--- src/rtl/pkt_dequeue_ctrl_pkg.sv ---
// Shared definitions for the packet dequeue controller: FSM encoding and default widths.
package pkt_dequeue_ctrl_pkg;

  localparam int unsigned DEF_ADDR_WIDTH  = 12;
  localparam int unsigned DEF_DATA_WIDTH  = 256;
  localparam int unsigned DEF_TUSER_WIDTH = 128;

  typedef enum logic {
    ST_IDLE   = 1'b0,
    ST_STREAM = 1'b1
  } state_t;

  function automatic int unsigned keep_width(input int unsigned data_width);
    return data_width / 8;
  endfunction

endpackage

--- src/rtl/pkt_dequeue_ctrl_if.sv ---
// AXI-Stream egress bundle of the packet dequeue controller.
interface pkt_dequeue_ctrl_if
  import pkt_dequeue_ctrl_pkg::*;
#(
  parameter int unsigned DATA_WIDTH  = DEF_DATA_WIDTH,
  parameter int unsigned TUSER_WIDTH = DEF_TUSER_WIDTH
) ();

  localparam int unsigned KEEP_WIDTH = keep_width(DATA_WIDTH);

  logic [DATA_WIDTH-1:0]  tdata;
  logic [KEEP_WIDTH-1:0]  tkeep;
  logic                   tlast;
  logic [TUSER_WIDTH-1:0] tuser;
  logic                   tvalid;
  logic                   tready;

  modport master (output tdata, tkeep, tlast, tuser, tvalid, input tready);
  modport slave  (input tdata, tkeep, tlast, tuser, tvalid, output tready);

endinterface

--- src/rtl/pkt_dequeue_ctrl_axis_skid_2.sv ---
// Two-entry output FIFO with registered outputs; head register drives the stream directly.
module axis_skid_2
  import pkt_dequeue_ctrl_pkg::*;
#(
  parameter int unsigned WIDTH = 8
) (
  input  logic             clk,
  input  logic             rstn,
  input  logic             i_push,
  input  logic [WIDTH-1:0] i_data,
  input  logic             i_ready,
  output logic [WIDTH-1:0] o_data,
  output logic [1:0]       o_count
);

  logic [WIDTH-1:0] r_head;
  logic [WIDTH-1:0] r_spare;
  logic [1:0]       r_count;
  logic             w_push;
  logic             w_pop;

  assign w_push  = i_push && (r_count != 2'd2);
  assign w_pop   = (r_count != 2'd0) && i_ready;
  assign o_data  = r_head;
  assign o_count = r_count;

  // Head always holds the oldest entry; spare only used when both slots are occupied.
  always_ff @(posedge clk) begin
    if (!rstn) begin
      r_count <= 2'd0;
      r_head  <= '0;
      r_spare <= '0;
    end else begin
      case ({w_push, w_pop})
        2'b10: begin
          if (r_count == 2'd0) r_head  <= i_data;
          else                 r_spare <= i_data;
          r_count <= r_count + 2'd1;
        end
        2'b01: begin
          r_head  <= r_spare;
          r_count <= r_count - 2'd1;
        end
        2'b11: begin
          if (r_count == 2'd1) begin
            r_head <= i_data;
          end else begin
            r_head  <= r_spare;
            r_spare <= i_data;
          end
        end
        default: ;
      endcase
    end
  end

endmodule

--- src/rtl/pkt_dequeue_ctrl.sv ---
// Packet dequeue controller: turns scheduler descriptors into buffer reads and an egress stream.
module pkt_dequeue_ctrl
  import pkt_dequeue_ctrl_pkg::*;
#(
  parameter int unsigned ADDR_WIDTH  = DEF_ADDR_WIDTH,
  parameter int unsigned DATA_WIDTH  = DEF_DATA_WIDTH,
  parameter int unsigned TUSER_WIDTH = DEF_TUSER_WIDTH
) (
  input  logic                          clk,
  input  logic                          rstn,
  input  logic                          s_desc_valid,
  output logic                          s_desc_ready,
  input  logic [ADDR_WIDTH-1:0]         s_desc_sop_addr,
  output logic                          buf_rd_first_word_en,
  output logic [ADDR_WIDTH-1:0]         buf_rd_pkt_sop_addr,
  output logic                          buf_rd_en,
  input  logic                          buf_is_empty,
  input  logic [DATA_WIDTH-1:0]         buf_tdata,
  input  logic [keep_width(DATA_WIDTH)-1:0] buf_tkeep,
  input  logic                          buf_tlast,
  input  logic [TUSER_WIDTH-1:0]        buf_tuser,
  pkt_dequeue_ctrl_if.master            m_axis,
  output logic                          pkt_done,
  output logic                          err_underflow
);

  localparam int unsigned KEEP_WIDTH = keep_width(DATA_WIDTH);
  localparam int unsigned PAYLOAD_W  = TUSER_WIDTH + 1 + KEEP_WIDTH + DATA_WIDTH;

  state_t                 r_state;
  state_t                 w_state_nxt;
  logic                   r_err_underflow;
  logic                   w_first;
  logic                   w_rd_en;
  logic                   w_push;
  logic                   w_pkt_done;
  logic                   w_uflow_set;
  logic [1:0]             w_skid_count;
  logic [PAYLOAD_W-1:0]   w_buf_word;
  logic [PAYLOAD_W-1:0]   w_skid_data;

  always_ff @(posedge clk) begin
    if (!rstn) begin
      r_state         <= ST_IDLE;
      r_err_underflow <= 1'b0;
    end else begin
      r_state <= w_state_nxt;
      if (w_uflow_set) r_err_underflow <= 1'b1;
    end
  end

  // Capture decision uses only the registered skid count, keeping tready off the read path.
  always_comb begin
    w_state_nxt = r_state;
    w_first     = 1'b0;
    w_rd_en     = 1'b0;
    w_push      = 1'b0;
    w_pkt_done  = 1'b0;
    w_uflow_set = 1'b0;
    if (rstn) begin
      case (r_state)
        ST_IDLE: begin
          if (s_desc_valid) begin
            if (buf_is_empty) begin
              w_uflow_set = 1'b1;
            end else begin
              w_first     = 1'b1;
              w_state_nxt = ST_STREAM;
            end
          end
        end
        ST_STREAM: begin
          if (w_skid_count != 2'd2) begin
            w_push = 1'b1;
            if (buf_tlast) begin
              w_pkt_done  = 1'b1;
              w_state_nxt = ST_IDLE;
            end else begin
              w_rd_en = 1'b1;
            end
          end
        end
        default: w_state_nxt = ST_IDLE;
      endcase
    end
  end

  assign w_buf_word = {buf_tuser, buf_tlast, buf_tkeep, buf_tdata};

  axis_skid_2 #(
    .WIDTH (PAYLOAD_W)
  ) u_skid (
    .clk     (clk),
    .rstn    (rstn),
    .i_push  (w_push),
    .i_data  (w_buf_word),
    .i_ready (m_axis.tready),
    .o_data  (w_skid_data),
    .o_count (w_skid_count)
  );

  assign s_desc_ready         = (r_state == ST_IDLE);
  assign buf_rd_first_word_en = w_first;
  assign buf_rd_pkt_sop_addr  = s_desc_sop_addr;
  assign buf_rd_en            = w_rd_en;
  assign pkt_done             = w_pkt_done;
  assign err_underflow        = r_err_underflow;

  assign m_axis.tvalid = (w_skid_count != 2'd0);
  assign m_axis.tdata  = w_skid_data[DATA_WIDTH-1:0];
  assign m_axis.tkeep  = w_skid_data[DATA_WIDTH +: KEEP_WIDTH];
  assign m_axis.tlast  = w_skid_data[DATA_WIDTH + KEEP_WIDTH];
  assign m_axis.tuser  = w_skid_data[PAYLOAD_W-1 -: TUSER_WIDTH];

endmodule

--- src/flat_wrapper.sv ---
// flat-port wrapper written by rule: the top's interface ports become plain ports
module pkt_dequeue_ctrl_flat import pkt_dequeue_ctrl_pkg::*;
#(
  parameter int unsigned ADDR_WIDTH  = DEF_ADDR_WIDTH,
  parameter int unsigned DATA_WIDTH  = DEF_DATA_WIDTH,
  parameter int unsigned TUSER_WIDTH = DEF_TUSER_WIDTH
)
  (clk, rstn, s_desc_valid, s_desc_ready, s_desc_sop_addr, buf_rd_first_word_en, buf_rd_pkt_sop_addr, buf_rd_en, buf_is_empty, buf_tdata, buf_tkeep, buf_tlast, buf_tuser, pkt_done, err_underflow, m_axis_tdata, m_axis_tkeep, m_axis_tlast, m_axis_tuser, m_axis_tvalid, m_axis_tready);
  pkt_dequeue_ctrl_if #(.DATA_WIDTH(DATA_WIDTH), .TUSER_WIDTH(TUSER_WIDTH)) m_axis_i ();
  input  logic clk;
  input  logic rstn;
  input  logic s_desc_valid;
  output logic s_desc_ready;
  input  logic [ADDR_WIDTH-1:0] s_desc_sop_addr;
  output logic buf_rd_first_word_en;
  output logic [ADDR_WIDTH-1:0] buf_rd_pkt_sop_addr;
  output logic buf_rd_en;
  input  logic buf_is_empty;
  input  logic [DATA_WIDTH-1:0] buf_tdata;
  input  logic [keep_width(DATA_WIDTH)-1:0] buf_tkeep;
  input  logic buf_tlast;
  input  logic [TUSER_WIDTH-1:0] buf_tuser;
  output logic pkt_done;
  output logic err_underflow;
  output wire logic [$bits(m_axis_i.tdata)-1:0] m_axis_tdata;
  output wire logic [$bits(m_axis_i.tkeep)-1:0] m_axis_tkeep;
  output wire logic [$bits(m_axis_i.tlast)-1:0] m_axis_tlast;
  output wire logic [$bits(m_axis_i.tuser)-1:0] m_axis_tuser;
  output wire logic [$bits(m_axis_i.tvalid)-1:0] m_axis_tvalid;
  input wire logic [$bits(m_axis_i.tready)-1:0] m_axis_tready;
  assign m_axis_tdata = m_axis_i.tdata;
  assign m_axis_tkeep = m_axis_i.tkeep;
  assign m_axis_tlast = m_axis_i.tlast;
  assign m_axis_tuser = m_axis_i.tuser;
  assign m_axis_tvalid = m_axis_i.tvalid;
  assign m_axis_i.tready = m_axis_tready;
  pkt_dequeue_ctrl #(.ADDR_WIDTH(ADDR_WIDTH), .DATA_WIDTH(DATA_WIDTH), .TUSER_WIDTH(TUSER_WIDTH)) u_core (.clk(clk), .rstn(rstn), .s_desc_valid(s_desc_valid), .s_desc_ready(s_desc_ready), .s_desc_sop_addr(s_desc_sop_addr), .buf_rd_first_word_en(buf_rd_first_word_en), .buf_rd_pkt_sop_addr(buf_rd_pkt_sop_addr), .buf_rd_en(buf_rd_en), .buf_is_empty(buf_is_empty), .buf_tdata(buf_tdata), .buf_tkeep(buf_tkeep), .buf_tlast(buf_tlast), .buf_tuser(buf_tuser), .m_axis(m_axis_i), .pkt_done(pkt_done), .err_underflow(err_underflow));
endmodule
--- config.mk ---
export PLATFORM = sky130hd
export DESIGN_NAME = pkt_dequeue_ctrl_flat
export DESIGN_NICKNAME = d
export VERILOG_FILES = /design/src/rtl/pkt_dequeue_ctrl_pkg.sv /design/src/rtl/pkt_dequeue_ctrl_if.sv /design/src/rtl/pkt_dequeue_ctrl_axis_skid_2.sv /design/src/rtl/pkt_dequeue_ctrl.sv /design/src/flat_wrapper.sv
export SDC_FILE = /design/constraint.sdc
export NUM_CORES = 2
export LEC_CHECK = 0
export BUFFER_PORTS_ARGS = -buffer_cell sky130_fd_sc_hd__buf_2
export CAP_MARGIN = 20
export CORE_AREA = 2 2 335 337
export CTS_CLUSTER_SIZE = 10
export DETAILED_ROUTE_END_ITERATION = 12
export DIE_AREA = 0 0 337 339
export PLACE_DENSITY = 0.58
export SLEW_MARGIN = 20
export SYNTH_ARGS = -nofsm -noshare
export SYNTH_HDL_FRONTEND = slang
export SYNTH_HIERARCHICAL = 1
export SYNTH_SLANG_ARGS = --single-unit
--- constraint.sdc ---
create_clock -name clk -period 5.85 [get_ports clk]
set_clock_uncertainty 0.15 [all_clocks]
set_input_delay 0.2925 -clock clk [delete_from_list [all_inputs] [get_ports clk]]
set_output_delay 0.2925 -clock clk [all_outputs]
set_load 0.02 [all_outputs]
==> results.json <==
{
  "cts_tree": "yes",
  "ys_types": 34,
  "hold_path_startpoint": "m_axis_tready",
  "tightestPinTransition_ps": 1300,
  "async_flop_share_pct": 0,
  "fp.dieArea_sq_mm": 0.114,
  "cp_data_arrival_time_ps": 4580,
  "route.final.wire_length_um": 170000,
  "maxClockFrequency_mhz": 240,
  "power_per_cell_area_mw_per_mm2": 415,
  "ctsHtreeMaxLevel": 3,
  "number_of_placement_rows": 122,
  "start_kind": "register",
  "synth_top_area_cell": "sky130_fd_sc_hd__dfxtp_1",
  "io-pin-count": 869,
  "fraction_of_layout_cells_with_a_size_suffix_above_1_pct": 24.5,
  "die_x_um": 337,
  "core_sq_mm": 0.110,
  "place_congestion": 0.857,
  "num-nets-final": 5734,
  "hold_ws_ps": 250,
  "tns_ps": 0,
  "crit_end": "u_core/u_skid/o_data[406]$_SDFFE_PN0P_",
  "report.final.setup_viol": 0,
  "post_synth_instance_area_sq_mm": 0.0408,
  "r2r_setup_slack_ps": 1690,
  "grt_max_degree": 222,
  "rsz0062_at_grt": "false",
  "antenna_violating_nets_post_route": 0,
  "cts.root.buffer_cell": "sky130_fd_sc_hd__clkbuf_16",
  "ys_seq_area_share_pct": 41.1,
  "placement.io_buffers": 844,
  "initial_core_util_pct": 37.0,
  "synth.ff_latch_count": 838,
  "regArea_sq_mm": 0.0168,
  "power.ir.vdd_worst_uv": 254,
  "grt_pass1_wl_um": 259000,
  "cts.clk_slew.worst_paths_ps": 60,
  "reg2reg_depth": 8,
  "period_share_pct": 71.1,
  "clock_path_buffers": 3,
  "fill_cells": 10500,
  "synthCells": 4555,
  "p_total_uw": 21800,
  "place.detailed.hpwl_um": 93900,
  "grt_use_total_pct": 28.0,
  "post-route-drc-count": 0,
  "multi_input_comb_area_sq_mm": 0.0209,
  "finalMaxSlewViolations": 0,
  "cts-resized-gates": 0,
  "post_synth_main_area_contributors": "sky130_fd_sc_hd__dfxtp_1, sky130_fd_sc_hd__o211ai_1, sky130_fd_sc_hd__o31ai_1, sky130_fd_sc_hd__a311oi_2, sky130_fd_sc_hd__clkbuf_1",
  "status": "finished, final reports clean",
  "reg2reg_from": "u_core/u_skid/o_count[0]$_SDFFE_PN0P_",
  "critical_path.endpoint_type": "register",
  "area_delta_synth_final_pct": 28.5,
  "ys_warn_count": 6,
  "synthDominantCellAreaShare_pct": 41.1,
  "period_minus_slack_ps": 4160,
  "number_of_global_route_vias_before_repair": 41700,
  "hp-class": "in2reg",
  "detailroute.via_count": 43700,
  "cts_inserted_buffers": 98,
  "synthesis.area_per_instance_sq_um": 8.95,
  "worst_skew_pair.late_latency_ps": 700,
  "dominantRegCellSynth": "sky130_fd_sc_hd__dfxtp_1",
  "drt_pass1_iterations": 6,
  "relSlewSlack_pct": 13.4,
  "grt_overflow": 0,
  "finalHoldViolCount": 0,
  "power.leakage_uw": 0.0175,
  "crit-reg2reg-capture": "u_core/u_skid/o_data[406]$_SDFFE_PN0P_",
  "synth.net_count": 4997,
  "detail_route.wl_per_cell_um": 24.9,
  "avgViaCountPerCell": 6.39,
  "initial_antenna_violation_count": 28,
  "detailedRoute.firstIterationViolations": 4985,
  "die_y_extent_um": 339,
  "critical_path.max_fanout": 221,
  "cp-startpoint": "u_core/u_skid/o_count[0]$_SDFFE_PN0P_",
  "synth_enable_flop_cells": 0,
  "required_ps": 6270,
  "worst-setup-path-type": "reg2reg",
  "cts.sinks": 838,
  "maxCapViolCount": 0
}
==> report_power, final <==
| group | leakage [uW] | internal, uW | total [uW] | switching, uW |
|---|---|---|---|---|
| clock network | 0.00137 | 3170 | 5670 | 2500 |
| logic | 0.00928 | 2810 | 8450 | 5650 |
| registers | 0.00681 | 6850 | 7630 | 782 |
==> per-layer routing <==
| metal | routed length, um | up-vias | track usage, % |
|---|---|---|---|
| met5 | 104 | - | 0 |
| met4 | 9230 | 16 | 14.3 |
| met3 | 13200 | 445 | 5.18 |
| met2 | 77900 | 2199 | 43.0 |
| met1 | 70000 | 21400 | 37.5 |
| li1 | - | 19700 | - |
==> critical path, stage by stage, from the launching register on <==
cell and delay (ps):
sky130_fd_sc_hd__dfxtp_1 430, sky130_fd_sc_hd__inv_1 90, sky130_fd_sc_hd__ha_1 270, sky130_fd_sc_hd__nand2b_4 220, sky130_fd_sc_hd__inv_16 510, sky130_fd_sc_hd__buf_12 590, sky130_fd_sc_hd__buf_4 770, sky130_fd_sc_hd__o211ai_1 240
sky130_fd_sc_hd__a311oi_1 380
==> cell type report <==
| cell class | count | area share (%) |
|---|---|---|
| well taps | 1488 | 3.55 |
| inverters | 7 | 0.0955 |
| clock inverters | 13 | 0.334 |
| multi-input cells | 2957 | 39.9 |
| clock buffers | 123 | 5.01 |
| flip-flops and latches | 838 | 32.0 |
| diodes | 20 | 0.0955 |
| repair buffers | 1390 | 19.0 |
==> stage by stage <==
stage	setup WS [ps]	util [%]	cells	instance area, sq um
after global placement	1780	41.1	6257	45300
after floorplan	2680	-	4555	40800
after detailed placement	1700	41.1	6257	45300
final	1690	47.5	6836	52400
after CTS	1690	47.4	6815	52400
after global routing	1420	47.5	6835	52400
==> state kept, by name, indices dropped and copies added (netlist names) <==
register               count
u_core/u_skid/r_spare    417
u_core/u_skid/o_count      2
u_core/err_underflow       1
u_core/u_skid/o_data     417
u_core/r_state             1
==> placed cells by master, fill, tap and decap left out, types with 3 or more instances in the layout <==
| cell type | synthesis | final |
|---|---|---|
| sky130_fd_sc_hd__a21oi_1 | 418 | 418 |
| sky130_fd_sc_hd__a311oi_1 | 217 | 217 |
| sky130_fd_sc_hd__a311oi_2 | 200 | 200 |
| sky130_fd_sc_hd__and2_4 | 1 | 3 |
| sky130_fd_sc_hd__buf_12 | 0 | 44 |
| sky130_fd_sc_hd__buf_2 | 60 | 844 |
| sky130_fd_sc_hd__buf_4 | 15 | 78 |
| sky130_fd_sc_hd__clkbuf_1 | 622 | 18 |
| sky130_fd_sc_hd__clkbuf_16 | 0 | 99 |
| sky130_fd_sc_hd__clkbuf_8 | 0 | 6 |
| sky130_fd_sc_hd__clkinv_2 | 0 | 6 |
| sky130_fd_sc_hd__dfxtp_1 | 838 | 838 |
| sky130_fd_sc_hd__diode_2 | 0 | 20 |
| sky130_fd_sc_hd__dlygate4sd3_1 | 0 | 422 |
| sky130_fd_sc_hd__ha_1 | 8 | 7 |
| sky130_fd_sc_hd__inv_1 | 5 | 5 |
| sky130_fd_sc_hd__inv_16 | 0 | 4 |
| sky130_fd_sc_hd__nor2b_4 | 0 | 4 |
| sky130_fd_sc_hd__nor3_1 | 417 | 417 |
| sky130_fd_sc_hd__o211ai_1 | 834 | 834 |
| sky130_fd_sc_hd__o21ai_0 | 418 | 418 |
| sky130_fd_sc_hd__o31ai_1 | 417 | 417 |
==> how the worst min path moves through the flow <==
stage | endpoint | depth (start not counted) | slack, ps
2_1_floorplan | u_core/err_underflow$_SDFFE_PN0P_ | 1 | 270
3_3_place_gp | u_core/u_skid/r_spare[80]$_SDFFE_PN0P_ | 2 | 300
3_5_place_dp | u_core/u_skid/r_spare[380]$_SDFFE_PN0P_ | 2 | 310
4_1_cts | u_core/u_skid/r_spare[116]$_SDFFE_PN0P_ | 4 | 230
5_1_grt | u_core/u_skid/r_spare[334]$_SDFFE_PN0P_ | 4 | 260
6_report | u_core/u_skid/o_data[365]$_SDFFE_PN0P_ | 5 | 250
==> synthesized netlist by cell type (2+ instances only) <==
master / number
sky130_fd_sc_hd__dfxtp_1: 838
sky130_fd_sc_hd__o211ai_1: 834
sky130_fd_sc_hd__clkbuf_1: 622
sky130_fd_sc_hd__a21oi_1: 418
sky130_fd_sc_hd__o21ai_0: 418
sky130_fd_sc_hd__nor3_1: 417
sky130_fd_sc_hd__o31ai_1: 417
sky130_fd_sc_hd__a311oi_1: 217
sky130_fd_sc_hd__a311oi_2: 200
sky130_fd_sc_hd__buf_2: 60
sky130_fd_sc_hd__buf_1: 34
sky130_fd_sc_hd__buf_6: 22
sky130_fd_sc_hd__buf_4: 15
sky130_fd_sc_hd__ha_1: 8
sky130_fd_sc_hd__inv_1: 5
sky130_fd_sc_hd__nor2b_1: 5
sky130_fd_sc_hd__and2_1: 3
sky130_fd_sc_hd__nand2_1: 3
sky130_fd_sc_hd__nor2_1: 3
sky130_fd_sc_hd__nand2b_1: 2
==> repair_timing <==
action | 4_1_cts | 5_1_grt
hold buffers | 422 | 0
setup buffers | 0 | 0
endpoints found under the hold margin | 836 | 0
==> logic make-up (layout without fill, tap and decap cells) <==
group                    after synthesis  after routing  share of synthesized area [%]
AO/OA/AOI/OAI                       2507           2507                           45.4
AND/OR/NAND/NOR                      441            441                           5.52
adder cells (fa/ha/maj)                8              8                          0.245
XOR/XNOR                               1              1                         0.0215
flip-flops                           838            838                           41.1
buffers and inverters                760           1533                           7.73
other                                  0             20                              0
No activity file was read; power rests on OpenSTA's default activity.
